===== src/rtl/filter_job_arbiter.sv =====
// Round-robin scheduler that shares one convolution engine between two frame requesters.
// Define FILTER_ARB_WATCHDOG_EN to abort jobs that stall for TIMEOUT cycles.
module filter_job_arbiter #(
    parameter int WIDTH    = 788,
    parameter int HEIGHT   = 1080,
    parameter int CHANNELS = 3,
    parameter int TIMEOUT  = 4096
) (
    input  logic       clk,
    input  logic       reset,
    input  logic [1:0] req_valid,
    input  logic [1:0] req_kernel0,
    input  logic [1:0] req_kernel1,
    output logic [1:0] req_grant,
    input  logic [1:0] src_valid,
    input  logic [7:0] src_data0,
    input  logic [7:0] src_data1,
    output logic [1:0] src_ready,
    output logic       eng_start,
    output logic [1:0] eng_kernel_type,
    output logic [7:0] eng_in_data,
    output logic       eng_in_valid,
    input  logic       eng_in_ready,
    input  logic [7:0] eng_out_data,
    input  logic       eng_out_valid,
    output logic       eng_out_ready,
    output logic [7:0] dst_data,
    output logic       dst_valid,
    input  logic       dst_ready,
    output logic       dst_owner,
    output logic       dst_last,
    output logic [1:0] job_done,
    output logic       job_err,
    output logic       busy
);

    localparam logic [31:0] FRAME_BYTES = 32'(WIDTH * HEIGHT * CHANNELS);
    localparam logic [31:0] LAST_BYTE   = FRAME_BYTES - 32'd1;

    typedef enum logic [2:0] {
        S_IDLE, S_GRANT, S_START, S_LOAD, S_DRAIN, S_DONE
    } state_t;

    state_t      state_q, state_d;
    logic        owner_q, owner_d;
    logic [1:0]  kernel_q, kernel_d;
    logic        err_q, err_d;
    logic        ptr_q, ptr_d;
    logic [31:0] count_q, count_d;
    logic [1:0]  sel_kernel;
    logic        xfer;
`ifdef FILTER_ARB_WATCHDOG_EN
    localparam logic [31:0] STALL_LAST = 32'(TIMEOUT - 2);
    logic [31:0] stall_q, stall_d;
`endif

    always_ff @(posedge clk or posedge reset) begin
        if (reset) begin
            state_q  <= S_IDLE;
            owner_q  <= 1'b0;
            kernel_q <= 2'd0;
            err_q    <= 1'b0;
            ptr_q    <= 1'b0;
            count_q  <= '0;
`ifdef FILTER_ARB_WATCHDOG_EN
            stall_q  <= '0;
`endif
        end else begin
            state_q  <= state_d;
            owner_q  <= owner_d;
            kernel_q <= kernel_d;
            err_q    <= err_d;
            ptr_q    <= ptr_d;
            count_q  <= count_d;
`ifdef FILTER_ARB_WATCHDOG_EN
            stall_q  <= stall_d;
`endif
        end
    end

    // Every stream moves one byte on a cycle with valid && ready; the arbiter only
    // forwards valid/ready/data combinationally between the owner and the engine.
    always_comb begin
        state_d       = state_q;
        owner_d       = owner_q;
        kernel_d      = kernel_q;
        err_d         = err_q;
        ptr_d         = ptr_q;
        count_d       = count_q;
        req_grant     = 2'b00;
        src_ready     = 2'b00;
        eng_start     = 1'b0;
        eng_in_data   = 8'h00;
        eng_in_valid  = 1'b0;
        eng_out_ready = 1'b0;
        dst_data      = 8'h00;
        dst_valid     = 1'b0;
        dst_last      = 1'b0;
        job_done      = 2'b00;
        job_err       = 1'b0;
        xfer          = 1'b0;
        sel_kernel    = owner_q ? req_kernel1 : req_kernel0;

        case (state_q)
            S_IDLE: begin
                if (req_valid != 2'b00) begin
                    state_d = S_GRANT;
                    owner_d = (req_valid == 2'b11) ? ptr_q : req_valid[1];
                end
            end
            S_GRANT: begin
                req_grant = owner_q ? 2'b10 : 2'b01;
                kernel_d  = sel_kernel;
                err_d     = (sel_kernel == 2'd3);
                state_d   = S_START;
            end
            // A rejected job passes through here without starting the engine.
            S_START: begin
                if (err_q) begin
                    state_d = S_DONE;
                end else begin
                    eng_start = 1'b1;
                    state_d   = S_LOAD;
                end
            end
            S_LOAD: begin
                eng_in_valid = owner_q ? src_valid[1] : src_valid[0];
                eng_in_data  = owner_q ? src_data1 : src_data0;
                src_ready    = owner_q ? {eng_in_ready, 1'b0} : {1'b0, eng_in_ready};
                xfer         = eng_in_valid && eng_in_ready;
                if (xfer) begin
                    if (count_q == LAST_BYTE) begin
                        count_d = '0;
                        state_d = S_DRAIN;
                    end else begin
                        count_d = count_q + 32'd1;
                    end
                end
            end
            S_DRAIN: begin
                dst_valid     = eng_out_valid;
                dst_data      = eng_out_data;
                eng_out_ready = dst_ready;
                dst_last      = eng_out_valid && (count_q == LAST_BYTE);
                xfer          = eng_out_valid && dst_ready;
                if (xfer) begin
                    if (count_q == LAST_BYTE) begin
                        count_d = '0;
                        state_d = S_DONE;
                    end else begin
                        count_d = count_q + 32'd1;
                    end
                end
            end
            S_DONE: begin
                job_done = owner_q ? 2'b10 : 2'b01;
                job_err  = err_q;
                err_d    = 1'b0;
                ptr_d    = ~owner_q;
                state_d  = S_IDLE;
            end
            default: state_d = S_IDLE;
        endcase

`ifdef FILTER_ARB_WATCHDOG_EN
        // The DONE cycle itself is the TIMEOUT-th cycle without a transfer.
        stall_d = '0;
        if (state_q == S_LOAD || state_q == S_DRAIN) begin
            if (xfer) begin
                stall_d = '0;
            end else if (stall_q == STALL_LAST) begin
                state_d = S_DONE;
                err_d   = 1'b1;
                count_d = '0;
            end else begin
                stall_d = stall_q + 32'd1;
            end
        end
`endif
    end

    assign eng_kernel_type = kernel_q;
    assign dst_owner       = owner_q;
    assign busy            = (state_q != S_IDLE);

endmodule


===== config.mk =====
export PLATFORM = sky130hd
export DESIGN_NAME = filter_job_arbiter
export DESIGN_NICKNAME = d
export VERILOG_FILES = /design/src/rtl/filter_job_arbiter.sv
export SDC_FILE = /design/constraint.sdc
export NUM_CORES = 1
export LEC_CHECK = 0
export BUFFER_PORTS_ARGS = -buffer_cell sky130_fd_sc_hd__buf_4
export CAP_MARGIN = 20
export CORE_MARGIN = 8
export CORE_UTILIZATION = 55
export CTS_CLUSTER_SIZE = 16
export DETAILED_ROUTE_END_ITERATION = 8
export HOLD_SLACK_MARGIN = 0.1
export PLACE_DENSITY = 0.95
export SETUP_SLACK_MARGIN = 0.1
export SYNTH_ARGS = -nofsm -noshare
export SYNTH_HDL_FRONTEND = slang
export SYNTH_SLANG_ARGS = --single-unit
export TNS_END_PERCENT = 5

===== constraint.sdc =====
create_clock -name clk -period 6.3 [get_ports clk]
set_input_delay 0 -clock clk [delete_from_list [all_inputs] [get_ports clk]]
set_output_delay 0 -clock clk [all_outputs]
set_load 0.01 [all_outputs]

* Word level (Yosys, flattened, before mapping)
Cells that the tools add are included.
Operators by class: $add $sub $neg 1, eq/ne operators 13, mux-type cells 30, bitwise operators 1, reductions and logical operators 11
Operators by type and width (count):
- two-way mux 32 bit | 3
- case mux 32 bit (2 select lines) | 1
- adder 32 x 1 -> 32 bit, second input constant | 1
- == test 32 x 22 -> 1 bit, second input constant | 1
- two-way mux 8 bit | 3
- two-way mux 3 bit | 6
- case mux 3 bit (5 select lines) | 1
- two-way mux 2 bit | 6
- inequality test 2 bit, second input constant | 5
- two-way mux 1 bit | 9
- == test 3 x 2 -> 1 bit, second input constant | 2
- == test 3 bit, second input constant | 2
- nonzero test 2 bit | 3
- AND reduction 5 bit | 1
- == test 2 bit, second input constant | 2
- == test 3 x 1 -> 1 bit, second input constant | 1
- logical AND 1 bit | 3
- zero test 3 bit | 1
- AND reduction 3 bit | 1
- nonzero test 3 bit | 1
- case mux 1 bit (2 select lines) | 1
- AND reduction 2 bit | 1
- NOT 1 bit | 1
Storage, ports and cells: register bits after elaboration 40, input bits 37, output and inout port bits 32, logic and storage cells 62

* Logic depth before layout (Yosys ltp)
depth in word-level cells 4, depth in mapped cells 7, mapped depth without buffers 5

* Worst setup path after synthesis
OpenSTA, ideal clock, no wires.
kind register -> register, start register state_q[1], end register count_q[18], setup time 0.073 ns, data arrival time 1.942 ns, data required time 6.227 ns, slack 4.285 ns, cell stages (with the launch flop) 7, path buffers 1, period minus slack after synthesis 2.015 ns, path through dfrtp_1 -> buf_6 -> and4bb_4 -> a32oi_4 -> or4_4 -> or3_1 -> a21oi_2
Between the ends: cells in the longest elaborated chain, start to end 3, elaborated cells on any way between the ends 7, classes of those cells eq/ne (4); mux (1); reduce/logical (2)
RTL lines:
- start, declared | line 44 | state_t state_q, state_d;
- start signal, assigned | line 69 | state_q <= state_d;
- == test 3 bit / == test 3 x 2 -> 1 bit (equally long branches) | line 104 | case (state_q)
- inequality test 2 bit (no source line) / nonzero test 2 bit (equally long branches)
- AND reduction 3 bit (no source line)
- end signal, assigned | line 74 | count_q <= count_d;
- end, declared | line 49 | logic [31:0] count_q, count_d;
Parallel ways exist; a longest one is shown, timed or not. A chain may end at the register's enable or synchronous reset.

* Final worst setup path
start register owner_q (netlist: dst_owner), end register count_q[18]
Between the ends: cells in the longest elaborated chain, start to end 4
RTL lines:
- start, declared | line 45 | logic owner_q, owner_d;
- start signal, assigned | line 70 | owner_q <= owner_d;
- two-way mux 1 bit | line 127 | eng_in_valid = owner_q ? src_valid[1] : src_valid[0];
- logical AND 1 bit | line 130 | xfer = eng_in_valid && eng_in_ready;
- inequality test 2 bit (no source line)
- AND reduction 3 bit (no source line)
No other way between the ends.

==> flow_metrics.tcl <==
set metrics [dict create \
    status "completed" \
    cts.sinks 40 \
    synth_top_area_share 0.432 \
    hold_path_class "in -> reg" \
    die_y_um 80.9 \
    drv_cap 0 \
    htree_levels 2 \
    slowest_delay_ns 0.89 \
    dpl_worst_slack_ns 3.69 \
    track_usage 0.200 \
    fin_nets 359 \
    die_area_mm2 0.00654 \
    relSlewSlack 0.450 \
    synth_common_cells "dfrtp_1 (40), nor2_1 (27), nand2_1 (24), xnor2_1 (24), and3_1 (14)" \
    yosys_warnings 0 \
    yosysTopAreaCell "dfrtp_1" \
    cp_top_family "simple AND/OR/NAND/NOR gates" \
    initial_core_util 0.575 \
    startpoint_type "flip-flop" \
    synthArstFlopShare 1.00 \
    clock.fmax_mhz 379 \
    synth_cells 246 \
    irDropWorstVdd_mv 0.140 \
    first_pass_iters 4 \
    synth.avg_cell_area_um2 9.41 \
    yosysUniqueCellTypes 45 \
    tightest_slew_ns 0.826 \
    antenna_found_initial 0 \
    crit_slowest_cell "dfrtp_1" \
    wl_per_cell_um 17.0 \
    yosysMostFrequentCell "dfrtp_1" \
    tns_ns 0 \
    rsz0062_at_grt "no" \
    die_x_um 80.9 \
    finalClockSkew_ns 0.00128 \
    io_buffer_count 68 \
    cp.arrival_ns 2.87 \
    power_leakage_nw 1.40 \
    crit_path_end_kind "flip-flop" \
    drc 0 \
    cts_buffer_depth 2 \
    syn_area_mm2 0.00232 \
    drt-initial-drc-count 183 \
    clk_pin_slew_ns 0.07 \
    finalCriticalPeriod_ns 2.64 \
    gp_congestion 0.808 \
    routed_via_density 5.85 \
    final_cells 372 \
    coreArea_mm2 0.00403 \
    diodes 0 \
    io_pins 69 \
    cts_root_buf "clkbuf_8" \
    cts_tree "done" \
    cts_resized 0 \
    worst-path-buf-inv 0 \
    clk-insertion-delay-late_ns 0.29 \
    cp_data_required_time_ns 6.53 \
    wirelength_um 6330 \
    grt_pass1_vias 2132 \
    synth_flop_cell "dfrtp_1" \
    path_cells "mux2_2 -> a32oi_4 -> or4_4 -> or3_1 -> a21oi_2" \
    synth_seq_area_share 0.432 \
    grt_max_degree 41 \
    layout_setup_ws_ns 3.66 \
    p_per_area_mw_per_mm2 208 \
    seq_area_mm2 0.00100 \
    routed-via-count 2176 \
    synth_edf_count 0 \
    grt-ovfl-total 0 \
    fin_crit_sh 0.419 \
    area_delta_synth_final_pct 30.7 \
    numCtsBuffers 5 \
    cp_max_fo 21 \
    crit_type "reg -> reg" \
    dp_cells 355 \
    multi_input_comb_area_mm2 0.00125 \
    fillerInstances 261 \
    ys_seq_elements 40 \
    setup_viol_count_final 0 \
    dpl.hpwl_um 4490 \
    syn_nets 284 \
    ys_top_cells_by_area "dfrtp_1 (43%), xnor2_1 (9.1%), nor2_1 (4.4%)" \
    drive_gt1_frac 0.276 \
    drv_slew 0 \
    ant_nets 0 \
    hold_violations 0 \
    grt_pass1_wl_um 10300 \
    rows 23 \
]
## flip-flops by register name (all words and copies together) (netlist names)
signal / flops
count_q: 32
state_q: 3
eng_kernel_type: 2
dst_owner: 1
err_q: 1
ptr_q: 1
## final cells by class
type	count	share of cell area
multi-input combinational	192	0.413
clock buffer	8	0.0298
sequential	40	0.331
timing repair buffer	78	0.201
tap	50	0.0207
inverter	4	0.00496
## cell usage in the layout (no fill, tap or decap), drive strengths merged, types with 2 or more instances in the layout
cell,n
buf,69
dfrtp,40
nor2,28
nand2,24
xnor2,24
and3,14
nand3,12
nor3,10
nand4,9
mux2i,9
dlygate4sd3,9
a21oi,8
clkbuf,8
nor4,7
o21ai,6
nor2b,4
inv,4
a31oi,3
or3,3
and4,3
xor2,3
or4,3
nor4bb,2
nor4b,2
or2,2
and2,2
and4bb,2
## routing by layer
| layer | GRT usage | up-vias | share of wire |
|---|---|---|---|
| met5 | 0 | - | 0 |
| met4 | 0.0857 | 0 | 0.023 |
| met3 | 0.0309 | 16 | 0.052 |
| met2 | 0.355 | 72 | 0.53 |
| met1 | 0.233 | 1064 | 0.40 |
| li1 | - | 1024 | - |
## power by group
| group | leakage [nW] | switching (mW) | internal [mW] |
|---|---|---|---|
| Clock | 0.0455 | 0.0876 | 0.0893 |
| Sequential | 0.530 | 0.0381 | 0.284 |
| Combinational | 0.827 | 0.0595 | 0.0717 |
## kinds of logic (layout without fill, tap and decap cells)
| kind of cell | after synthesis | count (layout) | share of synthesized area |
|---|---|---|---|
| fa+ha+maj | 1 | 1 | 0.00540 |
| simple gates | 131 | 131 | 0.320 |
| flops | 40 | 40 | 0.432 |
| xor+xnor | 27 | 27 | 0.102 |
| buf+inv | 14 | 90 | 0.0275 |
| compound gates | 23 | 23 | 0.0692 |
| mux | 10 | 10 | 0.0438 |
## stage by stage
| stage | hold WS (ns) | cell area [µm²] | power [mW] | utilization |
|---|---|---|---|---|
| 3_5_place_dp | 0.161 | 2850 | 0.450 | 0.707 |
| 2_1_floorplan | 0.0900 | 2320 | 0.388 | - |
| 5_1_grt | 0.223 | 3030 | 0.664 | 0.752 |
| 3_3_place_gp | 0.154 | 2850 | 0.443 | 0.707 |
| 6_report | 0.168 | 3030 | 0.631 | 0.752 |
| 4_1_cts | 0.171 | 3030 | 0.630 | 0.752 |
## timing repair
| action | in CTS | in global routing |
|---|---|---|
| endpoints found under the setup margin | 0 | 0 |
| setup buffers | 0 | 0 |
| hold endpoints to repair | 45 | 0 |
| hold buffers | 9 | 0 |
## worst paths after layout
| kind | from | end | slack (ns) | cells after the start |
|---|---|---|---|---|
| worst max-delay path | dst_owner$_DFFE_PP0P_ | count_q[18]$_DFFE_PP0P_ | 3.66 | 5 |
| worst min-delay path | dst_ready | count_q[1]$_DFFE_PP0P_ | 0.17 | 4 |
| worst max register to register | dst_owner$_DFFE_PP0P_ | count_q[18]$_DFFE_PP0P_ | 3.66 | 5 |
| worst min register to register | ptr_q$_DFFE_PP0N_ | ptr_q$_DFFE_PP0N_ | 0.51 | 1 |
| max in group asynchronous | reset | count_q[24]$_DFFE_PP0P_ | 5.56 | 4 |
| min in group asynchronous | reset | state_q[0]$_DFFE_PP0P_ | 0.39 | 4 |
## worst register-to-register path: cells and delay by family, from the launching register on
| kind | cells | cell delay, ns |
|---|---|---|
| AOI/OAI and AO/OA | 2 | 0.39 |
| DFF | 1 | 0.89 |
| muxes | 1 | 0.35 |
| and+or+nand+nor | 2 | 0.96 |
Power figures use the tool's default switching activity.
